## config.mk

```make
export PLATFORM = sky130hd
export DESIGN_NAME = ifconv_rnd_pipe
export DESIGN_NICKNAME = d
export VERILOG_FILES = /design/src/rtl/ifconv_rnd_pipe.sv
export SDC_FILE = /design/constraint.sdc
export NUM_CORES = 1
export LEC_CHECK = 0
export ABC_CLOCK_PERIOD_IN_PS = 3230
export BUFFER_PORTS_ARGS = -buffer_cell sky130_fd_sc_hd__buf_4
export CAP_MARGIN = 20
export CORE_MARGIN = 2
export CORE_UTILIZATION = 45
export CTS_CLUSTER_SIZE = 10
export DETAILED_ROUTE_END_ITERATION = 12
export HOLD_SLACK_MARGIN = 0.02
export PLACE_DENSITY = 0.66
export SYNTH_ARGS = -nofsm -noshare
export SYNTH_HDL_FRONTEND = slang
export SYNTH_SLANG_ARGS = --single-unit
```

## constraint.sdc

```tcl
create_clock -name clk -period 3.23 [get_ports clk]
set_input_delay 0.323 -clock clk [delete_from_list [all_inputs] [get_ports clk]]
set_output_delay 0.323 -clock clk [all_outputs]
set_load 0.05 [all_outputs]
```

## src/rtl/ifconv_rnd_pipe.sv

```systemverilog
`default_nettype none
// ============================================================================
//  Module      : ifconv_rnd_pipe
//  Description : Three-stage integer-to-float converter producing single,
//                double or x87 extended results with IEEE rounding, inexact
//                flag, valid pipeline and whole-pipe stall.
//  Revision    : 1.0 - initial release
// ============================================================================

`ifndef PTYPE_SNGL
`define PTYPE_SNGL 2'd0
`endif
`ifndef PTYPE_DBL
`define PTYPE_DBL  2'd1
`endif
`ifndef PTYPE_EXT
`define PTYPE_EXT  2'd2
`endif

module ifconv_rnd_pipe #(
    parameter int IW = 64
) (
    input  logic          clk,
    input  logic          rst,
    input  logic          clkEn,
    input  logic          in_vld,
    input  logic [IW-1:0] A,
    input  logic          isS,
    input  logic          toSNG,
    input  logic          toDBL,
    input  logic          toEXT,
    input  logic [2:0]    rm,
    output logic          out_vld,
    output logic [81:0]   res,
    output logic [1:0]    rtyp,
    output logic          inexact
);

    localparam int LZW = $clog2(IW);
    // Normalised operand padded so the extended format still has G and S bits.
    localparam int NXW = 66;

    localparam logic [1:0] C_TG_NONE = 2'd0;
    localparam logic [1:0] C_TG_SNG  = 2'd1;
    localparam logic [1:0] C_TG_DBL  = 2'd2;
    localparam logic [1:0] C_TG_EXT  = 2'd3;

    // Round-up decision for one format given guard, sticky and kept LSB.
    function automatic logic rnd_up(input logic [2:0] m, input logic sg,
                                    input logic g, input logic s, input logic l);
        case (m)
            3'd1:    rnd_up = 1'b0;
            3'd2:    rnd_up = sg & (g | s);
            3'd3:    rnd_up = ~sg & (g | s);
            3'd4:    rnd_up = g;
            default: rnd_up = g & (s | l);
        endcase
    endfunction

    // ---------------- Stage 1: sign / magnitude ----------------
    logic          s1_sign_d, s1_sign_q;
    logic [IW-1:0] s1_mag_d,  s1_mag_q;
    logic [1:0]    s1_tgt_d,  s1_tgt_q;
    logic [2:0]    s1_rm_q;
    logic          s1_vld_q;

    // Magnitude of the operand and target decode (EXT wins, then DBL, then SNG).
    always_comb begin
        s1_sign_d = isS & A[IW-1];
        s1_mag_d  = s1_sign_d ? -A : A;
        if (toEXT)      s1_tgt_d = C_TG_EXT;
        else if (toDBL) s1_tgt_d = C_TG_DBL;
        else if (toSNG) s1_tgt_d = C_TG_SNG;
        else            s1_tgt_d = C_TG_NONE;
    end

    // Capture stage: operand data is only sampled for valid ops.
    always_ff @(posedge clk or negedge rst) begin
        if (!rst) begin
            s1_vld_q  <= 1'b0;
            s1_sign_q <= 1'b0;
            s1_mag_q  <= '0;
            s1_tgt_q  <= C_TG_NONE;
            s1_rm_q   <= 3'd0;
        end else if (clkEn) begin
            s1_vld_q <= in_vld;
            if (in_vld) begin
                s1_sign_q <= s1_sign_d;
                s1_mag_q  <= s1_mag_d;
                s1_tgt_q  <= s1_tgt_d;
                s1_rm_q   <= rm;
            end
        end
    end

    // ---------------- Stage 2: normalise ----------------
    logic [LZW-1:0] lz_d;
    logic [IW-1:0]  s2_norm_d, s2_norm_q;
    logic [6:0]     s2_exp_d,  s2_exp_q;
    logic           s2_zero_d, s2_zero_q;
    logic           s2_sign_q, s2_vld_q;
    logic [1:0]     s2_tgt_q;
    logic [2:0]     s2_rm_q;

    // Leading-one detect; the highest set bit overwrites lower ones.
    always_comb begin
        lz_d = '0;
        for (int i = 0; i < IW; i++) begin
            if (s1_mag_q[i]) lz_d = LZW'(IW - 1 - i);
        end
        s2_norm_d = s1_mag_q << lz_d;
        s2_exp_d  = 7'(IW - 1) - {{(7-LZW){1'b0}}, lz_d};
        s2_zero_d = ~|s1_mag_q;
    end

    // Normalise stage register; data flows regardless of valid.
    always_ff @(posedge clk or negedge rst) begin
        if (!rst) begin
            s2_vld_q  <= 1'b0;
            s2_norm_q <= '0;
            s2_exp_q  <= 7'd0;
            s2_zero_q <= 1'b0;
            s2_sign_q <= 1'b0;
            s2_tgt_q  <= C_TG_NONE;
            s2_rm_q   <= 3'd0;
        end else if (clkEn) begin
            s2_vld_q  <= s1_vld_q;
            s2_norm_q <= s2_norm_d;
            s2_exp_q  <= s2_exp_d;
            s2_zero_q <= s2_zero_d;
            s2_sign_q <= s1_sign_q;
            s2_tgt_q  <= s1_tgt_q;
            s2_rm_q   <= s1_rm_q;
        end
    end

    // ---------------- Stage 3: round and pack ----------------
    logic [NXW-1:0] nx;
    logic           up_s, up_d, up_e;
    logic [23:0]    sng_fr;
    logic [52:0]    dbl_fr;
    logic [64:0]    ext_sg;
    logic [7:0]     sng_exp;
    logic [10:0]    dbl_exp;
    logic [14:0]    ext_exp;
    logic [63:0]    ext_mant;
    logic [81:0]    res_d,  res_q;
    logic [1:0]     rtyp_d, rtyp_q;
    logic           inx_d,  inx_q;
    logic           vld_q;

    // Round each format from the padded normalised value and select by target.
    always_comb begin
        nx   = {s2_norm_q, {(NXW-IW){1'b0}}};
        up_s = rnd_up(s2_rm_q, s2_sign_q, nx[41], |nx[40:0], nx[42]);
        up_d = rnd_up(s2_rm_q, s2_sign_q, nx[12], |nx[11:0], nx[13]);
        up_e = rnd_up(s2_rm_q, s2_sign_q, nx[1],  nx[0],     nx[2]);

        // Fraction-only increment: a carry out means 10.000... -> exp+1, frac 0.
        sng_fr  = {1'b0, nx[64:42]} + {23'd0, up_s};
        dbl_fr  = {1'b0, nx[64:13]} + {52'd0, up_d};
        ext_sg  = {1'b0, nx[65:2]}  + {64'd0, up_e};
        sng_exp = {1'b0, s2_exp_q} + 8'd127 + {7'd0, sng_fr[23]};
        dbl_exp = {4'd0, s2_exp_q} + 11'd1023 + {10'd0, dbl_fr[52]};
        ext_exp = {8'd0, s2_exp_q} + 15'd16383 + {14'd0, ext_sg[64]};
        ext_mant = ext_sg[64] ? {1'b1, 63'd0} : ext_sg[63:0];

        res_d  = '0;
        rtyp_d = `PTYPE_DBL;
        inx_d  = 1'b0;
        case (s2_tgt_q)
            C_TG_SNG: begin
                rtyp_d = `PTYPE_SNGL;
                res_d  = {50'd0, s2_sign_q, sng_exp, sng_fr[22:0]};
                inx_d  = nx[41] | (|nx[40:0]);
            end
            C_TG_DBL: begin
                rtyp_d = `PTYPE_DBL;
                res_d  = {18'd0, s2_sign_q, dbl_exp, dbl_fr[51:0]};
                inx_d  = nx[12] | (|nx[11:0]);
            end
            C_TG_EXT: begin
                rtyp_d = `PTYPE_EXT;
                res_d  = {2'd0, s2_sign_q, ext_exp, ext_mant};
                inx_d  = nx[1] | nx[0];
            end
            default: begin
                rtyp_d = `PTYPE_DBL;
                res_d  = '0;
                inx_d  = 1'b0;
            end
        endcase
        // A zero operand always yields +0.0, exact, whatever the rounding mode.
        if (s2_zero_q) begin
            res_d = '0;
            inx_d = 1'b0;
        end
    end

    // Output stage: results only update for valid ops and hold otherwise.
    always_ff @(posedge clk or negedge rst) begin
        if (!rst) begin
            vld_q  <= 1'b0;
            res_q  <= '0;
            rtyp_q <= 2'd0;
            inx_q  <= 1'b0;
        end else if (clkEn) begin
            vld_q <= s2_vld_q;
            if (s2_vld_q) begin
                res_q  <= res_d;
                rtyp_q <= rtyp_d;
                inx_q  <= inx_d;
            end
        end
    end

    assign out_vld = vld_q;
    assign res     = res_q;
    assign rtyp    = rtyp_q;
    assign inexact = inx_q;

endmodule

`default_nettype wire

```

==> results of run 1 <==
==> power breakdown <==
group / total, mW / switching (mW) / internal, mW
clock: 2.85 / 1.22 / 1.62
combinational: 11.3 / 6.16 / 5.14
sequential: 4.29 / 0.700 / 3.59
==> cell families after synthesis <==
| family | after synthesis |
|---|---|
| buffers and inverters | 205 |
| and+or+nand+nor | 639 |
| other | 1 |
| muxes | 157 |
| AOI/OAI and AO/OA | 525 |
| DFF | 230 |
| xor gates and xnor gates | 138 |
| adders and majority gates | 16 |
==> registers in the layout, indices dropped and copies added (netlist names) <==
name       cells
s2_tgt_q       2
s1_tgt_q       2
s2_zero_q      1
s2_sign_q      1
inexact        1
s2_rm_q        3
s2_exp_q       6
out_vld        1
s1_rm_q        3
s1_vld_q       1
s2_norm_q     64
s1_sign_q      1
rtyp           2
s1_mag_q      64
s2_vld_q       1
res           77
==> cell usage after synthesis (11+ instances only) <==
cell type                   number  area (um^2)
sky130_fd_sc_hd__clkbuf_1      108        405.4
sky130_fd_sc_hd__mux4_2         14        315.3
sky130_fd_sc_hd__a22o_1         13        113.9
sky130_fd_sc_hd__dfrtp_1       230         5756
sky130_fd_sc_hd__nand2_1       252        945.9
sky130_fd_sc_hd__o211ai_1       11        82.58
sky130_fd_sc_hd__a221o_1        12        120.1
sky130_fd_sc_hd__o21ai_1        13        65.06
sky130_fd_sc_hd__or4_1          17        127.6
sky130_fd_sc_hd__a21oi_1        58        290.3
sky130_fd_sc_hd__nor3_1         38        190.2
sky130_fd_sc_hd__buf_2          26        130.1
sky130_fd_sc_hd__o2bb2ai_1      21        183.9
sky130_fd_sc_hd__buf_4          12        90.09
sky130_fd_sc_hd__nor2_1        148        555.5
sky130_fd_sc_hd__o221ai_1       19        166.4
sky130_fd_sc_hd__inv_1          47        176.4
sky130_fd_sc_hd__nor4_1         35        219.0
sky130_fd_sc_hd__xor2_1         50        437.9
sky130_fd_sc_hd__a222oi_1       26        260.3
sky130_fd_sc_hd__o31ai_1        15        112.6
sky130_fd_sc_hd__xnor2_1        88        770.7
sky130_fd_sc_hd__mux2_2         26        292.8
sky130_fd_sc_hd__nand3_1        70        350.3
sky130_fd_sc_hd__a22oi_1        48        360.4
sky130_fd_sc_hd__a31oi_1        12        75.07
sky130_fd_sc_hd__o21ai_0       168        840.8
sky130_fd_sc_hd__mux2i_1       109         1091
sky130_fd_sc_hd__nand4_1        22        137.6
sky130_fd_sc_hd__ha_1           16        200.2
==> what timing repair did <==
| action | CTS | global route |
|---|---|---|
| endpoints found under the setup margin | 89 | 106 |
| pin swaps | 80 | 122 |
| buffers inserted | 28 | 30 |
| resized for setup | 255 | 258 |
| hold buffers | 4 | 0 |
| cloned | 2 | 0 |
| endpoints found under the hold margin | 177 | 0 |
==> final timing paths <==
kind / to / slack [ns] / cells after the start
worst max-delay path: s2_norm_q[53] / -0.24 / 13
worst min-delay path: s1_tgt_q[1] / 0.04 / 3
worst max register to register: s2_norm_q[53] / -0.24 / 13
worst min register to register: res[73] / 0.47 / 2
max in group asynchronous: res[2] / 2.06 / 3
min in group asynchronous: res[76] / 0.22 / 2
==> final cells by class <==
class                      count  area, um^2
multi-input combinational   1477       11970
fill                        2919       12070
timing repair buffer         599        4995
inverter                      48       182.7
tap                          468       585.6
clock buffer                  34       754.5
clock inverter                 6       36.28
sequential                   230        5756
==> layer usage <==
| metal | track usage | up-vias | wire (um) |
|---|---|---|---|
| met5 | 0 | - | 0 |
| met4 | 0.2183 | 0 | 4607 |
| met3 | 0.03627 | 218 | 3719 |
| met2 | 0.5496 | 770 | 31090 |
| met1 | 0.4021 | 8472 | 25840 |
| li1 | - | 8020 | - |
==> worst reg2reg max path, delay by kind of cell (launching register included) <==
| family | cells | cell delay [ns] |
|---|---|---|
| simple gates | 1 | 0.53 |
| buf+inv | 3 | 0.48 |
| flops | 1 | 0.37 |
| compound gates | 7 | 1.15 |
| mux | 2 | 0.82 |
==> out/summary.log, run 1 <==
[grt] GRT Resource Usage Total 0.3284
[synthesis] mean area per synthesized cell 8.639 um^2
[clocking] sink count of the clock tree 230
[min_path] Min-Delay Startpoint toEXT
[synthesis] Primary FF master, synth sky130_fd_sc_hd__dfrtp_1
[floorplan] number of ports placed on the die boundary 161
[synthesis] main combinational cell family by area after synthesis compound AO/OA/AOI/OAI gates
[detailed_routing] wire per inst 22.80 um
[worst_setup_path] worst r2r src s1_mag_q[38]
[worst_setup_path] highest cell delay on the worst timing path 0.56 ns
[synthesis] share of flip-flops with an asynchronous set or reset 1.000
[timing] slew at the pin closest to its max-slew limit 1.107 ns
[synthesis] share of synthesized area spent on multiplexers 0.1112
[clocking] Root Driver sky130_fd_sc_hd__clkbuf_16
[detailed_routing] number of detailed-routing iterations run before antenna repair 7
[timing] number of hold violations in the final report 0
[clocking] number of CTS-inserted buffers 29
[worst_setup_path] Max stage delay cell, worst path sky130_fd_sc_hd__mux4_2
[timing] setup repair after global routing missed its margin yes
[pwr] IR Drop Worst-Case VDD 357.1 uV
[timing] Fin Hold WS 0.03928 ns
[synthesis] EDFF count, synth 0
[worst_setup_path] Setup crit start kind register
[timing] final setup margin -0.2367 ns
[floorplan] Floorplan Core Area 36350 um^2
[finish] synthesis-to-layout area growth 47.07%
[grt] initial antenna violation count 0
[place] Post-Place Worst Slack -0.5486 ns
[place] RD Place Congestion 0.9850
[detailed_routing] 1st-iter DRT viols 1409
[synthesis] Yosys warning count 0
[place] PortBufs 158
[detailed_routing] total wirelength of the detailed-routed design 65260 um
[finish] antenna diode count 0
[grt] global-route wire length before repair 97720 um
[clocking] number of levels in the clock H-tree 1
[worst_setup_path] sort of element at the end of the critical path register
[finish] Final Instance Area 24280 um^2
[synthesis] Cells after Synth 1911
[min_path] Min-Delay Path Class primary input to register
[finish] proportion of layout cells with a drive suffix above 1 0.4119
[detailed_routing] final antenna-violating net count 0
[status] result of the run complete, but fails checks
[synthesis] xor and xnor area share after synthesis 0.07322
[finish] post-layout instance count excluding filler cells 2862
[synthesis] Synth Area in Compound Gates 0.2216
[timing] min Tclk post-route 3.467 ns
[place] total cell area at the placement stage 20660 um^2
[place] cell count after placement 2769
[synthesis] area share of and/or/nand/nor cells after synthesis 0.1777
[grt] number of global-route vias before repair 17040
[timing] crit share post-route 1.073
[finish] leading cell type in the layout, fill and taps excluded sky130_fd_sc_hd__buf_4
[synthesis] synthesized-area fraction occupied by adder cells 0.01213
[finish] # nets final 2476
[place] post-detail-place hpwl 48670 um
[status] violations in the final reports negative setup slack
[synthesis] combined area of all synthesized cells 16510 um^2
[timing] Setup violations, final 59
[worst_setup_path] CP cell instances or4_4, a21oi_2, o211ai_1, a211oi_4, o21a_2, buf_12, buf_6, mux4_2, mux2i_4, a2111oi_2, a31oi_1, buf_4, a211oi_2
[timing] max-slew violation count 0
[synthesis] number of storage elements in the synthesis netlist 230
[finish] commonest non-fill, non-tap cells in the layout 516 x sky130_fd_sc_hd__buf_4, 230 x sky130_fd_sc_hd__dfrtp_1, 221 x sky130_fd_sc_hd__nand2_1, 132 x sky130_fd_sc_hd__o21ai_0, 125 x sky130_fd_sc_hd__nor2_1
[worst_setup_path] critical path start-end classification register to register
[worst_setup_path] crit path max fanout 8
[floorplan] Die Width 195.5 um
[floorplan] Total Die Area 38230 um^2
[worst_setup_path] launching element of the worst setup path s1_mag_q[38]
[flow_run] maximum capacitance violations 0
[worst_setup_path] required arrival time at the worst endpoint 3.67 ns
[floorplan] initial core utilization 0.4542
[timing] final worst clock skew 0.02219 ns
[clocking] CTS tree built
[timing] relative slew slack 0.2551
[floorplan] y dimension of the die 195.5 um
[clocking] post-CTS clock slew at the launch and capture registers of the worst setup and hold paths 0.05 ns
[grt] gr ovfl total 0
[worst_setup_path] count of buffering cells on the critical path with inverters included 3
[timing] Sum Neg Setup Slack -6.924 ns
[pwr] overall power 18.44 mW
[floorplan] number of placement rows 70
[pwr] Leakage Power 10.31 nW
[pwr] cell area power density 759.6 nW/um^2
[clocking] Clk Latency, worst-skew pair 0.57 ns
[detailed_routing] total DRC errors in the routed layout 0
[clocking] number of buffers between clock root and the deepest sink 3
[synthesis] sequential share of the synthesized area 0.3486
[synthesis] number of distinct library cell variants in the gate-level netlist after synthesis 98
[grt] maximum number of pins on one net before global-route repair 85
[finish] final core utilization 0.6680
[worst_setup_path] kind of cell adding the most delay to the critical path compound AO/OA/AOI/OAI gates
[timing] f_max 288.5 MHz
[detailed_routing] vias per inst 6.108
[worst_setup_path] Arrival @ worst endpoint 3.90 ns
[detailed_routing] via count 17480
Power figures use the tool's default switching activity.
==> run 2, diff against run 1 <==
CELL_PAD_IN_SITES_DETAIL_PLACEMENT = 0   (was not set)
CELL_PAD_IN_SITES_GLOBAL_PLACEMENT = 1   (was not set)
CORE_UTILIZATION = 42   (was 45)
CTS_BUF_LIST = sky130_fd_sc_hd__clkbuf_16   (was not set)
PLACE_DENSITY = not set   (was 0.66)
PLACE_DENSITY_LB_ADDON = 0.1   (was not set)
==> run 2 against run 1 <==
Against the previous run:
- the run still ends with negative setup slack left
- core utilization fell by 3.1 points
- hold slack gained 0.0017 ns
- sequential share of layout area down 0.39 points
- critical path depth shrank 3
- via count decreased by 1.2%
- first-iteration DRC count shrank 23%
- largest power group unchanged
- global-route usage down 1.2 points
==> out/summary.log, run 2 (same netlist as run 1, synthesis figures left out) <==
[floorplan] Floorplan Core Area 38740 um^2 [was 36350 um^2]
[finish] Filler Cells Inserted 3347 [was 2919]
[grt] gr ovfl total 0 [unchanged]
[clocking] Root Driver sky130_fd_sc_hd__clkbuf_16 [unchanged]
[detailed_routing] via count 17270 [was 17480]
[floorplan] number of placement rows 72 [was 70]
[timing] Fin Hold WS 0.04095 ns [was 0.03928 ns]
[clocking] number of levels in the clock H-tree 1 [unchanged]
[timing] final setup margin -0.2226 ns [was -0.2367 ns]
[timing] max-slew violation count 0 [unchanged]
[floorplan] y dimension of the die 202.3 um [was 195.5 um]
[finish] proportion of layout cells with a drive suffix above 1 0.4215 [was 0.4119]
[clocking] sink count of the clock tree 230 [unchanged]
[worst_setup_path] Setup crit start kind register [unchanged]
[place] post-detail-place hpwl 50660 um [was 48670 um]
[timing] setup repair after global routing missed its margin yes [unchanged]
[place] RD Place Congestion 0.9940 [was 0.9850]
[place] Post-Place Worst Slack -0.5852 ns [was -0.5486 ns]
[worst_setup_path] Critical R2R Capture s2_norm_q[62] [was s2_norm_q[53]]
[detailed_routing] total DRC errors in the routed layout 0 [unchanged]
[worst_setup_path] sort of element at the end of the critical path register [unchanged]
[status] violations in the final reports negative setup slack [unchanged]
[min_path] Min-Delay Path Class primary input to register [unchanged]
[min_path] Min-Delay Startpoint toEXT [unchanged]
[detailed_routing] number of detailed-routing iterations run before antenna repair 9 [was 7]
[status] result of the run complete, but fails checks [unchanged]
[worst_setup_path] Arrival @ worst endpoint 3.93 ns [was 3.90 ns]
[clocking] number of buffers between clock root and the deepest sink 3 [unchanged]
[timing] Sum Neg Setup Slack -4.550 ns [was -6.924 ns]
[detailed_routing] 1st-iter DRT viols 1085 [was 1409]
[clocking] CTS tree built [unchanged]
[clocking] number of CTS-inserted buffers 28 [was 29]
[finish] number of flip-flops under the largest register name 77 [unchanged]
[finish] commonest non-fill, non-tap cells in the layout 564 x sky130_fd_sc_hd__buf_4, 230 x sky130_fd_sc_hd__dfrtp_1, 223 x sky130_fd_sc_hd__nand2_1, 137 x sky130_fd_sc_hd__o21ai_0, 127 x sky130_fd_sc_hd__nor2_1 [was 516 x sky130_fd_sc_hd__buf_4, 230 x sky130_fd_sc_hd__dfrtp_1, 221 x sky130_fd_sc_hd__nand2_1, 132 x sky130_fd_sc_hd__o21ai_0, 125 x sky130_fd_sc_hd__nor2_1]
[timing] min Tclk post-route 3.453 ns [was 3.467 ns]
[clocking] post-CTS clock slew at the launch and capture registers of the worst setup and hold paths 0.06 ns [was 0.05 ns]
[min_path] Min-Delay Path Depth 3 [unchanged]
[timing] crit share post-route 1.069 [was 1.073]
[timing] relative slew slack 0.3998 [was 0.2551]
[place] PortBufs 158 [unchanged]
[finish] # nets final 2510 [was 2476]
[worst_setup_path] crit path max fanout 15 [was 8]
[clocking] Clk Latency, worst-skew pair 0.57 ns [about the same]
[detailed_routing] final antenna-violating net count 0 [unchanged]
[min_path] worst hold path endpoint s1_tgt_q[1] [unchanged]
[floorplan] Die Width 202.3 um [was 195.5 um]
[worst_setup_path] worst r2r src s1_mag_q[17] [was s1_mag_q[38]]
[place] cell count after placement 2842 [was 2769]
[detailed_routing] wire per inst 22.56 um [was 22.80 um]
[timing] slew at the pin closest to its max-slew limit 0.9003 ns [was 1.107 ns]
[timing] f_max 289.6 MHz [was 288.5 MHz]
[timing] Setup violations, final 54 [was 59]
[grt] global-route wire length before repair 100700 um [was 97720 um]
[grt] GRT Resource Usage Total 0.3160 [was 0.3284]
[worst_setup_path] critical path start-end classification register to register [unchanged]
[finish] leading cell type in the layout, fill and taps excluded sky130_fd_sc_hd__buf_4 [unchanged]
[timing] number of hold violations in the final report 0 [unchanged]
[finish] synthesis-to-layout area growth 49.51% [was 47.07%]
[worst_setup_path] setup slack on the worst flop-to-flop path -0.22 ns [was -0.24 ns]
[timing] final worst clock skew 0.01793 ns [was 0.02219 ns]
[detailed_routing] total wirelength of the detailed-routed design 66450 um [was 65260 um]
[floorplan] initial core utilization 0.4262 [was 0.4542]
[worst_setup_path] required arrival time at the worst endpoint 3.70 ns [was 3.67 ns]
[pwr] Leakage Power 10.59 nW [was 10.31 nW]
[pwr] IR Drop Worst-Case VDD 452.5 uV [was 357.1 uV]
[detailed_routing] vias per inst 5.862 [was 6.108]
[floorplan] number of ports placed on the die boundary 161 [unchanged]
[finish] final core utilization 0.6372 [was 0.6680]
[floorplan] Total Die Area 40910 um^2 [was 38230 um^2]
[finish] post-layout instance count excluding filler cells 2946 [was 2862]
[grt] maximum number of pins on one net before global-route repair 91 [was 85]
[grt] initial antenna violation count 1 [was 0]
[flow_run] maximum capacitance violations 0 [unchanged]
[pwr] cell area power density 745.9 nW/um^2 [was 759.6 nW/um^2]
[grt] number of global-route vias before repair 17170 [was 17040]
[worst_setup_path] depth of the worst register-to-register path 10 [was 13]
run 2: cell count changes in the layout (fill, tap and decap cells not counted), sizes merged:
cell      delta
buf         +34
bufbuf       -1
bufinv       +2
clkbuf       -3
clkinv       -1
clkinvlp     -1
diode        +1
inv          +3
run 2: area by class of cell:
| type | instances | area [um^2] | area share |
|---|---|---|---|
| Tap cell | 518 | 648.1 | 0.02626 |
| Clock buffer | 29 | 725.7 | 0.02940 |
| Timing Repair Buffer | 634 | 5234 | 0.2120 |
| Multi-Input combinational cell | 1477 | 12050 | 0.4880 |
| Antenna cell | 1 | 2.502 | 0.0001014 |
| Sequential cell | 230 | 5756 | 0.2332 |
| Inverter | 48 | 182.7 | 0.007401 |
| Clock inverter | 9 | 88.84 | 0.003599 |
run 2: power by group:
part	leakage (nW)	switching [mW]	internal (mW)
clock network	0.416	1.18	1.73
registers	2.94	0.716	3.59
logic	7.23	6.12	5.07
total	10.6	8.02	10.4
run 2: routing by layer:
metal,share of wire,GRT usage,vias to the layer above
met2,0.49,0.5307,603
met3,0.049,0.04031,187
met4,0.069,0.1947,0
met5,0,0,-
li1,-,-,8079
met1,0.40,0.3863,8399
run 2: worst max path at each step:
stage | start | slack [ns] | endpoint
5_1_grt | s1_mag_q[42] | -0.31 | s2_norm_q[50]
4_1_cts | s1_mag_q[36] | -0.18 | s2_norm_q[41]
2_1_floorplan | s2_sign_q | 0.01 | res[46]
3_5_place_dp | s1_mag_q[49] | -0.59 | s2_norm_q[58]
6_report | s1_mag_q[17] | -0.22 | s2_norm_q[62]
3_3_place_gp | s1_mag_q[49] | -0.64 | s2_norm_q[58]
run 2: stage by stage:
step | instance area (um^2) | power (mW)
global route | 24680 | 19.18
floorplan | 16510 | 8.846
finish | 24680 | 18.41
CTS | 23060 | 17.28
global placement | 20910 | 13.14
detailed placement | 20910 | 13.20
run 2: timing repair:
action / CTS / global route
gates cloned: 2 / 1
hold endpoints to repair: 90 / 0
gates resized for setup: 225 / 276
setup buffers: 29 / 40
hold buffers: 4 / 0
pin swaps: 56 / 122
setup endpoints to repair: 108 / 108
run 2: worst max-delay path: stages (launching register included):
cell	delay (ns)
sky130_fd_sc_hd__dfrtp_1	0.43
sky130_fd_sc_hd__or4_1	0.59
sky130_fd_sc_hd__buf_4	0.18
sky130_fd_sc_hd__o31ai_1	0.27
sky130_fd_sc_hd__a21boi_1	0.17
sky130_fd_sc_hd__o21ai_2	0.38
sky130_fd_sc_hd__buf_6	0.31
sky130_fd_sc_hd__buf_4	0.27
sky130_fd_sc_hd__mux2i_2	0.40
sky130_fd_sc_hd__a211oi_2	0.16
sky130_fd_sc_hd__o22ai_1	0.20
